$ cat config.mk
export PLATFORM = sky130hd
export DESIGN_NAME = lowx_arbiter
export DESIGN_NICKNAME = d
export VERILOG_FILES = /design/src/rtl/ceres_pkg.sv /design/src/rtl/lowx_arb_sel.sv /design/src/rtl/lowx_arbiter.sv
export SDC_FILE = /design/constraint.sdc
export NUM_CORES = 1
export LEC_CHECK = 0
export BUFFER_PORTS_ARGS = -buffer_cell sky130_fd_sc_hd__buf_2
export CELL_PAD_IN_SITES_DETAIL_PLACEMENT = 2
export CELL_PAD_IN_SITES_GLOBAL_PLACEMENT = 2
export CORE_AREA = 2 2 348 350
export DETAILED_ROUTE_END_ITERATION = 12
export DIE_AREA = 0 0 350 352
export PLACE_DENSITY = 0.45
export RECOVER_POWER = 50
export SETUP_SLACK_MARGIN = 0.05
export SYNTH_ARGS = -nofsm -noshare
export SYNTH_HDL_FRONTEND = slang
export SYNTH_HIERARCHICAL = 1
export SYNTH_SLANG_ARGS = --single-unit
$ cat constraint.sdc
create_clock -name clk_i -period 2.3 [get_ports clk_i]
set_clock_uncertainty 0.2 [all_clocks]
set_input_delay 0.23 -clock clk_i [delete_from_list [all_inputs] [get_ports clk_i]]
set_output_delay 0.23 -clock clk_i [all_outputs]
set_load 0.02 [all_outputs]
$ cat src/rtl/ceres_pkg.sv
// Shared types for the core's memory hierarchy: lower-level request/response
// structs and the state/owner encodings used by the lowX arbiter.
package ceres_pkg;

  localparam int unsigned XLEN     = 32;
  localparam int unsigned BLK_SIZE = 128;
  localparam int unsigned STREAK_W = 4;

  typedef enum logic [1:0] {
    RW_BYTE,
    RW_HALF,
    RW_WORD,
    RW_DOUBLE
  } rw_size_e;

  typedef struct packed {
    logic                valid;
    logic                ready;
    logic [XLEN-1:0]     addr;
    rw_size_e            rw_size;
    logic                rw;
    logic [BLK_SIZE-1:0] data;
    logic                uncached;
  } lowX_req_t;

  typedef struct packed {
    logic                valid;
    logic                ready;
    logic [BLK_SIZE-1:0] data;
  } lowX_res_t;

  typedef enum logic [1:0] {
    ARB_IDLE,
    ARB_ISSUE,
    ARB_WAIT,
    ARB_DONE
  } lowx_arb_state_e;

  typedef enum logic {
    OWN_IC,
    OWN_DC
  } lowx_owner_e;

endpackage

$ cat src/rtl/lowx_arb_sel.sv
// Winner selection for the lowX arbiter: dcache first, unless it has already
// won DC_STREAK_MAX times in a row while icache was waiting.
module lowx_arb_sel
  import ceres_pkg::*;
#(
  parameter int unsigned DC_STREAK_MAX = 4
) (
  input  logic                en_i,
  input  logic                ic_valid_i,
  input  logic                dc_valid_i,
  input  logic [STREAK_W-1:0] streak_i,
  output logic                ic_gnt_o,
  output logic                dc_gnt_o,
  output logic [STREAK_W-1:0] streak_o
);

  localparam logic [STREAK_W-1:0] StreakMax = STREAK_W'(DC_STREAK_MAX);

  logic dcPick;
  logic icPick;

  // The streak only counts dcache wins that actually kept icache waiting.
  always_comb begin
    dcPick   = dc_valid_i && (!ic_valid_i || (streak_i < StreakMax));
    icPick   = ic_valid_i && !dcPick;
    dc_gnt_o = en_i && dcPick;
    ic_gnt_o = en_i && icPick;
    streak_o = streak_i;
    if (dc_gnt_o) begin
      if (!ic_valid_i) begin
        streak_o = '0;
      end else if (streak_i < StreakMax) begin
        streak_o = streak_i + STREAK_W'(1);
      end
    end else if (ic_gnt_o) begin
      streak_o = '0;
    end
  end

endmodule

$ cat src/rtl/lowx_arbiter.sv
// Shares one lower-level memory port between icache and dcache, one block
// transaction in flight at a time.
module lowx_arbiter #(
  parameter int unsigned XLEN          = ceres_pkg::XLEN,
  parameter int unsigned BLK_SIZE      = ceres_pkg::BLK_SIZE,
  parameter int unsigned DC_STREAK_MAX = 4,
  parameter type         lowX_req_t    = ceres_pkg::lowX_req_t,
  parameter type         lowX_res_t    = ceres_pkg::lowX_res_t
) (
  input  logic      clk_i,
  input  logic      rst_ni,
  input  lowX_req_t ic_req_i,
  output lowX_res_t ic_res_o,
  input  lowX_req_t dc_req_i,
  output lowX_res_t dc_res_o,
  output lowX_req_t mem_req_o,
  input  lowX_res_t mem_res_i
);

  import ceres_pkg::*;

  lowx_arb_state_e     state_q, state_d;
  lowx_owner_e         owner_q;
  lowX_req_t           req_q;
  logic [BLK_SIZE-1:0] data_q;
  logic [STREAK_W-1:0] streak_q, streak_d;

  logic icGnt;
  logic dcGnt;
  logic selEn;
  logic latchData;

  // Grants are masked during reset so no requester sees ready while rst_ni is low.
  assign selEn     = (state_q == ARB_IDLE) && rst_ni;
  assign latchData = mem_res_i.valid &&
                     (((state_q == ARB_ISSUE) && mem_res_i.ready) || (state_q == ARB_WAIT));

  lowx_arb_sel #(
    .DC_STREAK_MAX(DC_STREAK_MAX)
  ) u_sel (
    .en_i      (selEn),
    .ic_valid_i(ic_req_i.valid),
    .dc_valid_i(dc_req_i.valid),
    .streak_i  (streak_q),
    .ic_gnt_o  (icGnt),
    .dc_gnt_o  (dcGnt),
    .streak_o  (streak_d)
  );

  always_ff @(posedge clk_i or negedge rst_ni) begin
    if (!rst_ni) begin
      state_q <= ARB_IDLE;
    end else begin
      state_q <= state_d;
    end
  end

  always_comb begin
    state_d = state_q;
    unique case (state_q)
      ARB_IDLE: begin
        if (icGnt || dcGnt) begin
          state_d = ARB_ISSUE;
        end
      end
      ARB_ISSUE: begin
        if (mem_res_i.ready) begin
          state_d = mem_res_i.valid ? ARB_DONE : ARB_WAIT;
        end
      end
      ARB_WAIT: begin
        if (mem_res_i.valid) begin
          state_d = ARB_DONE;
        end
      end
      ARB_DONE: begin
        state_d = ARB_IDLE;
      end
      default: begin
        state_d = ARB_IDLE;
      end
    endcase
  end

  // Responses to the caches come only from registers, never straight from memory.
  always_comb begin
    mem_req_o       = req_q;
    mem_req_o.addr  = req_q.addr[XLEN-1:0];
    mem_req_o.valid = 1'b0;
    mem_req_o.ready = 1'b0;
    ic_res_o        = '0;
    dc_res_o        = '0;
    unique case (state_q)
      ARB_IDLE: begin
        ic_res_o.ready = icGnt;
        dc_res_o.ready = dcGnt;
      end
      ARB_ISSUE: begin
        mem_req_o.valid = 1'b1;
        mem_req_o.ready = 1'b1;
      end
      ARB_WAIT: begin
        mem_req_o.ready = 1'b1;
      end
      ARB_DONE: begin
        if (owner_q == OWN_DC) begin
          dc_res_o.valid = 1'b1;
          dc_res_o.data  = data_q;
        end else begin
          ic_res_o.valid = 1'b1;
          ic_res_o.data  = data_q;
        end
      end
      default: begin
        mem_req_o.valid = 1'b0;
      end
    endcase
  end

  always_ff @(posedge clk_i or negedge rst_ni) begin
    if (!rst_ni) begin
      req_q    <= '0;
      data_q   <= '0;
      owner_q  <= OWN_IC;
      streak_q <= '0;
    end else begin
      streak_q <= streak_d;
      if (dcGnt) begin
        req_q       <= dc_req_i;
        req_q.valid <= 1'b0;
        req_q.ready <= 1'b0;
        owner_q     <= OWN_DC;
      end else if (icGnt) begin
        req_q       <= ic_req_i;
        req_q.valid <= 1'b0;
        req_q.ready <= 1'b0;
        owner_q     <= OWN_IC;
      end
      if (latchData) begin
        data_q <= mem_res_i.data;
      end
    end
  end

endmodule

==> results by group, run 1 <==
Critical path
  – Worst Path Required: 1.87 ns
  – CP Class: register to primary output
  – Setup crit end kind: primary output
  – Crit-path max FO: 6
  – Crit path arrival time: 2.18 ns
  – Critical path's slowest cell: dfrtp_1
  – Worst-path cell chain: buf_6 > ha_4 > nor2b_4 > buf_12 > buf_12 > clkbuf_16 > and2_4 > buf_6
  – Worst setup SP type: register
  – Crit path largest cell delay: 0.40 ns

GRT
  – Initial antenna violation count: 19
  – GRT overflow: 0
  – Largest net degree at the start of global routing: 131
  – Tot GR Track Use: 13.84%
  – Number of global-route vias before repair: 18620
  – First-pass GRT wire length: 128000 µm

Yosys
  – Mux cell area share after synthesis: 23.08%
  – Cell taking the most area after synthesis: dfrtp_1
  – Synth cell types: 32
  – Synth Area in XOR/XNOR: 0%
  – Synth Area in Compound Gates: 6.005%
  – Seq cells post-synth: 299
  – Sequential area share after synthesis: 49.53%
  – Synth top area share: 49.53%
  – Mapped cell area: 15110 µm²
  – Post-synthesis simple-gate area fraction: 15.43%
  – Synth Area in Adders: 0.5798%
  – Synth area leaders: dfrtp_1 50%, mux2i_1 11%, mux2_4 10%, and2_1 5.5%, o21ai_0 5.5%
  – Cells after synthesis: 1327
  – Largest family of logic cells by synthesized area: multiplexers
  – Synthesized net count: 1798
  – Synth Area per Inst: 11.38 µm²
  – Syn. warnings: 6

Placement
  – Placed cell area: 21560 µm²
  – Count of input and output buffers: 887
  – Final GP Congestion: 0.7550
  – HPWL Detailed: 65960 µm
  – Pre-CTS WS: 0.05486 ns

Clocking
  – Clk slew on worst S/H paths: 0.05 ns
  – Clock Sinks: 299
  – Total CTS buffers: 43
  – H-tree depth: 2
  – Bufs on Longest Clock Path: 3
  – Worst-skew pair later-pin latency: 0.58 ns
  – Root Driver: clkbuf_16
  – CTS tree: done

Power and ir drop
  – Peak supply drop: 0.5633 mV
  – PD cells: 1151 nW/µm²
  – Tot Pwr: 33.81 mW
  – Leak: 13.62 nW

Die
  – Site Rows: 127
  – I/O pin count: 890
  – Die extent in x: 350 µm
  – Initial core utilization: 12.66%
  – Area of the core: 119300 µm²
  – Die H: 352 µm
  – Die footprint: 123200 µm²

STA
  – Unrepaired setup endpoints after global routing: true
  – Final Critical Period: 2.607 ns
  – Post-route setup TNS: -56.06 ns
  – Final Hold Viols: 0
  – Slew Limit Fails: 0
  – Tcrit/Tclk final: 113.4%
  – Finish-stage setup viols: 267
  – Worst-margin pin slew: 0.9414 ns
  – Slew headroom: 37.24%
  – Final WS setup: -0.3073 ns
  – Final hold slack: 0.1550 ns
  – FMAX: 383.5 MHz

Drt
  – DRC Markers: 0
  – DR iter-0 viols: 447
  – WL/cell: 21.24 µm
  – WL final: 92650 µm
  – Drt pass-1 iters: 4
  – Vias post-DR: 16060
  – Vias per Instance: 3.681
  – Remaining antenna violation count: 0

Cells and area
  – Post-route cell area: 29380 µm²
  – Area Growth Syn to Fin: 94.48%
  – Layout cell share with drive strength beyond 1: 40.09%
  – Fin nets: 3187

Outcome
  – Failing checks: setup timing
  – Status: complete, but fails checks

Worst hold path
  – HP Class: primary input to register

Job
  – Total of max-cap violations: 0
-- cell usage after synthesis --
cell / count
buf_2: 16
nor2_1: 1
and2_1: 133
clkbuf_1: 61
buf_4: 4
nor2b_1: 1
nand2_1: 165
nor3b_1: 1
mux2_1: 1
buf_6: 18
o21ai_0: 165
mux2_2: 26
a21o_1: 2
and3b_1: 1
buf_8: 2
clkbuf_2: 1
a211oi_1: 1
a221oi_4: 1
o21ai_1: 1
a32o_1: 1
buf_12: 11
nand2_2: 1
nor2_2: 1
inv_1: 4
mux2i_1: 165
dfrtp_1: 299
and4bb_1: 1
ha_1: 7
mux2_4: 102
nor2b_2: 1
and3_1: 131
a22o_1: 2
-- where the power goes --
| part | total [mW] | switching [mW] | internal, mW |
|---|---|---|---|
| Sequential | 10.1 | 2.22 | 7.85 |
| Combinational | 16.8 | 9.40 | 7.41 |
| Clock | 6.92 | 2.76 | 4.16 |
-- layout make-up --
type / count / area [µm²]
diodes: 7 / 17.52
clock buffers: 62 / 1280
clock inverters: 11 / 130.1
fillers: 13370 / 89960
inverters: 4 / 15.01
multi-input cells: 911 / 7083
flip-flops and latches: 299 / 7486
well taps: 1612 / 2017
repair buffers: 1457 / 11350
-- sequential cells by signal, indices dropped and copies added (netlist names) --
| name | flops |
|---|---|
| mem_req_o | 164 |
| data_q | 128 |
| owner_q | 1 |
| streak_q | 4 |
| state_q | 2 |
-- path summary, 6_finish.rpt --
kind | end | start | cells after the start | slack, ns
max | ic_res_o[11] | state_q[0] | 8 | -0.31
min | mem_req_o[30] | dc_req_i[165] | 5 | 0.16
max reg2reg | mem_req_o[11] | state_q[1] | 10 | -0.04
min reg2reg | data_q[85] | data_q[85] | 1 | 0.33
max in group asynchronous | data_q[74] | rst_ni | 4 | 0.02
min in group asynchronous | mem_req_o[7] | rst_ni | 3 | 0.53
-- layer usage --
layer  vias to the layer above  share of wire [%]  track usage [%]
li1                       7360                  -                -
met1                      7955                 38            15.20
met2                       608                 51            25.01
met3                       132                7.6            4.362
met4                         6                3.2            4.422
met5                         -              0.035                0
-- critical path: cells and delay by family, from the launching register on --
kind	cells	cell delay, ns
fa+ha+maj	1	0.18
buf+inv	5	0.70
flops	1	0.40
simple gates	2	0.30
-- cell usage in the layout (no fill, tap or decap), types with 102 or more instances in the layout --
cell           Yosys  final
and3_1           131    115
buf_2             16    572
buf_4              4    103
clkbuf_1          61    170
dfrtp_1          299    298
dlygate4sd3_1      0    462
mux2_4           102    102
mux2i_1          165    163
nand2_1          165    165
o21ai_0          165    163
-- stage by stage --
stage	instances	util (%)
floorplan	1327	-
global placement	3769	18.07
detailed placement	3769	18.07
CTS	4316	23.70
global route	4360	24.61
finish	4363	24.62
-- repair_timing --
action / 4_1_cts / 5_1_grt
cloned: 3 / 22
pin swaps: 12 / 5
buffers inserted: 8 / 19
hold buffers: 463 / 0
endpoints found under the hold margin: 597 / 0
gates resized for setup: 162 / 195
endpoints found under the setup margin: 277 / 805
-- kinds of logic (layout without fill, tap and decap cells) --
group	after synthesis	count (layout)
AND/OR/NAND/NOR	437	437
flip-flops	299	299
multiplexers	294	294
AO/OA/AOI/OAI	173	173
buffers and inverters	117	1534
adder cells (fa/ha/maj)	7	7
other	0	7
Note: power is estimated with default switching activity, not from simulation.
==> run 2, diff against run 1 <==
--- a/config.mk
+++ b/config.mk
@@ -8,10 +8,10 @@
 export BUFFER_PORTS_ARGS = -buffer_cell sky130_fd_sc_hd__buf_2
 export CELL_PAD_IN_SITES_DETAIL_PLACEMENT = 2
 export CELL_PAD_IN_SITES_GLOBAL_PLACEMENT = 2
-export CORE_AREA = 2 2 348 350
+export CORE_AREA = 2 2 351 353
 export DETAILED_ROUTE_END_ITERATION = 12
-export DIE_AREA = 0 0 350 352
-export PLACE_DENSITY = 0.45
+export DIE_AREA = 0 0 353 355
+export PLACE_DENSITY = 0.42
 export RECOVER_POWER = 50
 export SETUP_SLACK_MARGIN = 0.05
 export SYNTH_ARGS = -nofsm -noshare
==> constraint.sdc (replaced) <==
create_clock -name clk_i -period 3.02 [get_ports clk_i]
set_clock_uncertainty 0.2 [all_clocks]
set_input_delay 0.302 -clock clk_i [delete_from_list [all_inputs] [get_ports clk_i]]
set_output_delay 0.302 -clock clk_i [all_outputs]
set_load 0.02 [all_outputs]
==> run 2 against run 1 <==
The flow finishes with violations (capacitance limit, slew limit); via count is 1.7% lower; sequential power is 26% lower; flip-flop and latch count stayed put; routed wire length is 4.0% lower; sequential share of layout area is 1.9 points higher; utilization is 2.1 points lower; final cell count is 0.78% lower; die area is 1.7% higher; largest power group unchanged.
==> results by group, run 2 (same netlist as run 1, synthesis figures left out) <==
Die
  – Area of the core: 121400 µm² (+1.7%)
  – Initial core utilization: 12.44% (-0.21 points)
  – I/O pin count: 890 (unchanged)
  – Site Rows: 128 (+0.79%)
  – Die H: 355 µm (+0.85%)
  – Die extent in x: 353 µm (+0.86%)
  – Die footprint: 125300 µm² (+1.7%)

Critical path
  – CP top delay family: buffers and inverters
  – FF-to-FF setup slack: 0.24 ns (+0.28 ns)
  – Worst setup SP type: register
  – R2R depth: 10 (unchanged)
  – Worst-path cell chain: ha_4 > nor2b_4 > clkbuf_16 > buf_4 > and2_1 > buf_2
  – Critical R2R Launch: state_q[0]
  – Setup crit end kind: primary output
  – Crit-path max FO: 13 (+7)
  – Crit path depth: 6 (-2)
  – Critical path's slowest cell: dfrtp_2
  – CP Class: register to primary output
  – CP bufs+invs: 3 (-2)
  – Crit path arrival time: 2.30 ns (+0.12 ns)
  – Worst R2R End: mem_req_o[4]
  – Worst Path Required: 2.52 ns (+0.65 ns)
  – Critical path launch point: state_q[0]
  – Crit path largest cell delay: 0.43 ns (+0.03 ns)

Worst hold path
  – WHS Path Cells: 4 (-1)
  – HP Class: primary input to register
  – WHS Endpoint: state_q[0]
  – Worst hold start: mem_res_i[129]

Drt
  – WL final: 88970 µm (-4.0%)
  – Vias post-DR: 15780 (-1.7%)
  – Drt pass-1 iters: 6 (+2)
  – Vias per Instance: 3.645 (-0.97%)
  – WL/cell: 20.55 µm (-3.2%)
  – DRC Markers: 0 (unchanged)
  – DR iter-0 viols: 460 (+2.9%)
  – Remaining antenna violation count: 0 (unchanged)

GRT
  – Initial antenna violation count: 33 (+14)
  – Number of global-route vias before repair: 18310 (-1.7%)
  – First-pass GRT wire length: 127500 µm (-0.37%)
  – Largest net degree at the start of global routing: 131 (unchanged)
  – GRT overflow: 0 (unchanged)
  – Tot GR Track Use: 13.62% (-0.22 points)

Power and ir drop
  – Leak: 12.91 nW (-5.2%)
  – Peak supply drop: 0.6727 mV (+19%)
  – PD cells: 898.8 nW/µm² (-22%)
  – Tot Pwr: 24.55 mW (-27%)

STA
  – Final Critical Period: 2.802 ns
  – Slew Limit Fails: 94 (+94)
  – Final hold slack: 0.08231 ns (-0.07273 ns)
  – Slew headroom: -7.928% (-45 points)
  – Post-route setup TNS: 0 ns (+56.06 ns)
  – Worst-margin pin slew: 1.619 ns (+0.6775 ns)
  – FMAX: 356.9 MHz
  – Unrepaired setup endpoints after global routing: true
  – Final Hold Viols: 0 (unchanged)
  – Finish-stage setup viols: 0 (-100%)
  – Tcrit/Tclk final: 92.77%

Outcome
  – Failing checks: capacitance limit, slew limit
  – Status: complete, but fails checks

Cells and area
  – Area Growth Syn to Fin: 80.83%
  – Most common cell after layout, fill and taps aside: buf_2
  – Most frequent cells in the layout: 720 x buf_2, 461 x dlygate4sd3_1, 296 x dfrtp_1, 185 x clkbuf_1, 166 x o21ai_0
  – Fin nets: 3130 (-1.8%)
  – Max FFs per register: 164 (unchanged)
  – Layout cell share with drive strength beyond 1: 34.92% (-5.2 points)
  – Non-filler cells, final: 4329 (-0.78%)
  – Core Util, Final: 22.50% (-2.1 points)

Clocking
  – Total CTS buffers: 44 (+2.3%)
  – CTS tree: done
  – Bufs on Longest Clock Path: 3 (unchanged)
  – Clk slew on worst S/H paths: 0.05 ns (about the same)
  – H-tree depth: 2 (unchanged)
  – Worst-skew pair later-pin latency: 0.61 ns (+0.03 ns)
  – Root Driver: clkbuf_16
  – Clock Sinks: 299 (unchanged)

Placement
  – HPWL Detailed: 63980 µm (-3.0%)
  – Cell count after placement: 3763 (-0.16%)
  – Final GP Congestion: 0.7948 (+5.3%)
  – Count of input and output buffers: 887 (unchanged)

Job
  – Total of max-cap violations: 1 (+1)
-- run 2: cell types whose count changed in the layout (fill, tap and decap cells not counted), moves of 6 or more --
cell	before	now
buf_6	92	2
and2_1	86	130
and2_4	47	1
buf_2	572	720
clkbuf_1	170	185
buf_4	103	23
mux2_1	1	37
buf_16	16	5
clkinv_2	8	2
buf_12	23	6
and3_4	16	1
clkbuf_16	64	48
mux2_4	102	66
and3_1	115	130
-- run 2: repair_timing --
action / in CTS / in global routing
endpoints found under the hold margin: 426 / 0
endpoints found under the setup margin: 37 / 88
hold buffers: 461 / 0
resized for setup: 11 / 8
buffers inserted: 0 / 7
cloned: 3 / 4
pin swaps: 0 / 1
-- run 2: cell type report --
type | instances | area (µm²)
tap | 1625 | 2033
inverter | 4 | 15.01
timing repair buffer | 1399 | 9560
antenna | 12 | 30.03
clock buffer | 70 | 1299
clock inverter | 9 | 153.9
multi-input combinational | 911 | 6739
sequential | 299 | 7488
fill | 14070 | 94080
-- run 2: power breakdown --
part	internal, mW	switching [mW]
logic	4.90	6.86
clock network	3.20	2.15
registers	5.98	1.46
total	14.1	10.5
-- run 2: how the worst max path moves through the flow --
stage                    end  slack [ns]
6_report       ic_res_o[102]        0.22
5_1_grt        mem_req_o[60]        0.03
4_1_cts        ic_res_o[128]        0.05
3_5_place_dp   mem_req_o[90]        0.07
3_3_place_gp   mem_req_o[93]        0.22
2_1_floorplan  dc_res_o[128]        0.69
-- run 2: worst register-to-register path, delay by kind of cell, from the launching register on --
| family | cells | cell delay (ns) |
|---|---|---|
| simple gates | 3 | 0.40 |
| fa+ha+maj | 1 | 0.19 |
| mux | 1 | 0.24 |
| compound gates | 1 | 0.10 |
| flops | 1 | 0.45 |
| buf+inv | 4 | 1.10 |
-- run 2: metrics by stage --
stage / setup WS [ns] / area, µm²
after floorplan: 0.6856 / 15110
after global placement: 0.2168 / 21310
after detailed placement: 0.06883 / 21310
after CTS: 0.04717 / 27500
after global routing: 0.03220 / 27310
final: 0.2184 / 27320
-- run 2: layer usage --
layer	part of all wire (%)	track usage, %
met1	38	15.22
met2	51	24.25
met3	7.4	4.338
met4	3.1	4.740
met5	0.19	0
==> run 3, diff against run 2 <==
--- a/config.mk
+++ b/config.mk
@@ -5,7 +5,7 @@
 export SDC_FILE = /design/constraint.sdc
 export NUM_CORES = 1
 export LEC_CHECK = 0
-export BUFFER_PORTS_ARGS = -buffer_cell sky130_fd_sc_hd__buf_2
+export BUFFER_PORTS_ARGS = -buffer_cell sky130_fd_sc_hd__buf_4
 export CELL_PAD_IN_SITES_DETAIL_PLACEMENT = 2
 export CELL_PAD_IN_SITES_GLOBAL_PLACEMENT = 2
 export CORE_AREA = 2 2 351 353
==> run 3 against run 2 <==
Flip-flop and latch count unchanged; routed wire length up 2.9%; largest cell class unchanged; register-to-register slack about the same; design area up 6.8%; combinational power up 5%; hold slack better by 0.070 ns; fmax down 2.0%; sequential power about the same; the run now ends clean; non-clock buffer count up 1.
==> results by group, run 3 (same netlist as run 1, synthesis figures left out) <==
Outcome
  – Status: complete, no violations

Die
  – Die extent in x: 353 µm (unchanged)
  – Area of the core: 121400 µm² (unchanged)
  – Initial core utilization: 12.44% (unchanged)
  – Die H: 355 µm (unchanged)
  – Site Rows: 128 (unchanged)
  – I/O pin count: 890 (unchanged)
  – Die footprint: 125300 µm² (unchanged)

GRT
  – Number of global-route vias before repair: 18520 (+1.1%)
  – Initial antenna violation count: 26 (-21%)
  – Tot GR Track Use: 14.06% (+0.45 points)
  – First-pass GRT wire length: 131200 µm (+2.9%)
  – Largest net degree at the start of global routing: 131 (unchanged)
  – GRT overflow: 0 (unchanged)

STA
  – Unrepaired setup endpoints after global routing: true
  – Final Hold Viols: 0 (unchanged)
  – Slew headroom: 25.95% (+34 points)
  – Final Critical Period: 2.858 ns (+0.05618 ns)
  – Worst-margin pin slew: 1.111 ns (-0.5081 ns)
  – Finish-stage setup viols: 0 (unchanged)
  – Final hold slack: 0.1526 ns (+0.07032 ns)
  – FMAX: 349.9 MHz (-2.0%)
  – Slew Limit Fails: 0 (-100%)
  – Post-route setup TNS: 0 ns (unchanged)
  – Tcrit/Tclk final: 94.63% (+1.9 points)

Clocking
  – Root Driver: clkbuf_16
  – Bufs on Longest Clock Path: 3 (unchanged)
  – Total CTS buffers: 45 (+2.3%)
  – H-tree depth: 2 (unchanged)
  – Clock Sinks: 299 (unchanged)
  – Clk slew on worst S/H paths: 0.06 ns (about the same)
  – CTS tree: done
  – Worst-skew pair later-pin latency: 0.60 ns (about the same)

Worst hold path
  – WHS Endpoint: state_q[1]
  – WHS Path Cells: 4 (unchanged)
  – HP Class: primary input to register
  – Worst hold start: mem_res_i[129]

Critical path
  – Critical R2R Launch: state_q[0]
  – Crit path arrival time: 2.36 ns (+0.06 ns)
  – Worst setup SP type: register
  – Worst R2R End: mem_req_o[32]
  – CP Class: register to primary output
  – Setup crit end kind: primary output
  – Crit-path max FO: 105 (+92)
  – R2R depth: 10 (unchanged)
  – FF-to-FF setup slack: 0.24 ns (about the same)
  – Worst Path Required: 2.52 ns (about the same)

Cells and area
  – Fillers: 13780 (-2.0%)
  – Post-route cell area: 29190 µm² (+6.8%)
  – Non-filler cells, final: 4326 (-0.069%)
  – Max FFs per register: 164 (unchanged)
  – Most common cell after layout, fill and taps aside: buf_4
  – Fin nets: 3132 (+0.064%)
  – Most frequent cells in the layout: 742 x buf_4, 462 x dlygate4sd3_1, 298 x dfrtp_1, 184 x clkbuf_1, 166 x o21ai_0
  – Layout cell share with drive strength beyond 1: 35.77% (+0.85 points)
  – Area Growth Syn to Fin: 93.21%

Power and ir drop
  – Leak: 13.39 nW (+3.7%)
  – PD cells: 862.9 nW/µm² (-4.0%)
  – Peak supply drop: 0.3461 mV (-49%)
  – Tot Pwr: 25.19 mW (+2.6%)

Placement
  – HPWL Detailed: 67180 µm (+5.0%)
  – Final GP Congestion: 0.7722 (-2.8%)
  – Count of input and output buffers: 887 (unchanged)
  – Cell count after placement: 3765 (+0.053%)
  – Placed cell area: 23540 µm² (+10%)

Drt
  – Remaining antenna violation count: 0 (unchanged)
  – Drt pass-1 iters: 4 (-2)
  – DR iter-0 viols: 466 (+1.3%)
  – DRC Markers: 0 (unchanged)
  – Vias per Instance: 3.665 (+0.53%)
  – WL/cell: 21.16 µm (+3.0%)
  – Vias post-DR: 15850 (+0.46%)
  – WL final: 91550 µm (+2.9%)

Job
  – Total of max-cap violations: 0 (-1)
## run 3: cell types whose count changed in the layout (fill, tap and decap cells not counted), moves of 3 or more
cell,delta
diode_2,-6
buf_4,+719
buf_2,-720
bufinv_16,-3
clkbuf_8,+4
clkbuf_16,+3
mux2_4,+25
buf_16,-3
mux2_1,-25
buf_12,+8
## run 3: per-stage QoR
stage | utilization (%) | worst slack, ns
after floorplan | - | 0.6856
after global placement | 19.39 | 0.2062
after detailed placement | 19.39 | 0.1861
after CTS | 24.45 | 0.03393
after global routing | 24.04 | 0.03736
final | 24.04 | 0.1622
## run 3: routing by layer
layer  track usage, %  vias up  share of wire (%)
li1                 -     7250                  -
met1            15.20     7851                 37
met2            25.14      581                 51
met3            5.026      148                7.7
met4            5.183       24                3.4
met5                0        -               0.18
## run 3: area by class of cell
class | instances | area (µm²) | area share (%)
flip-flops and latches | 299 | 7486 | 25.65
clock inverters | 6 | 38.79 | 0.1329
clock buffers | 75 | 1421 | 4.870
multi-input cells | 911 | 6822 | 23.37
well taps | 1625 | 2033 | 6.966
repair buffers | 1400 | 11360 | 38.91
inverters | 4 | 15.01 | 0.05144
diodes | 6 | 15.01 | 0.05144
## run 3: repair_timing
| item | in CTS | in global routing |
|---|---|---|
| setup buffers | 0 | 7 |
| resized for setup | 5 | 10 |
| hold buffers | 462 | 0 |
| hold endpoints to repair | 357 | 0 |
| gates cloned | 1 | 4 |
| pin swaps | 0 | 2 |
| setup endpoints to repair | 29 | 62 |
## run 3: worst max-delay path by stage
stage / from / endpoint / cells past startpoint
CTS: state_q[1] / ic_res_o[62] / 7
global route: rst_ni / data_q[90] / 4
finish: state_q[0] / dc_res_o[123] / 5
global placement: state_q[0] / mem_req_o[96] / 9
floorplan: state_q[0] / dc_res_o[128] / 8
detailed placement: state_q[0] / mem_req_o[77] / 9
## run 3: where the power goes
group	internal, mW	switching [mW]
Sequential	5.98	1.45
Clock	3.18	2.18
Combinational	5.45	6.96
## run 3: critical path, cell delays in order (launching register included)
cell and delay, ns:
dfrtp_1 0.36, buf_4 0.15, ha_4 0.16, buf_16 0.36
and3_1 0.44, buf_4 0.21
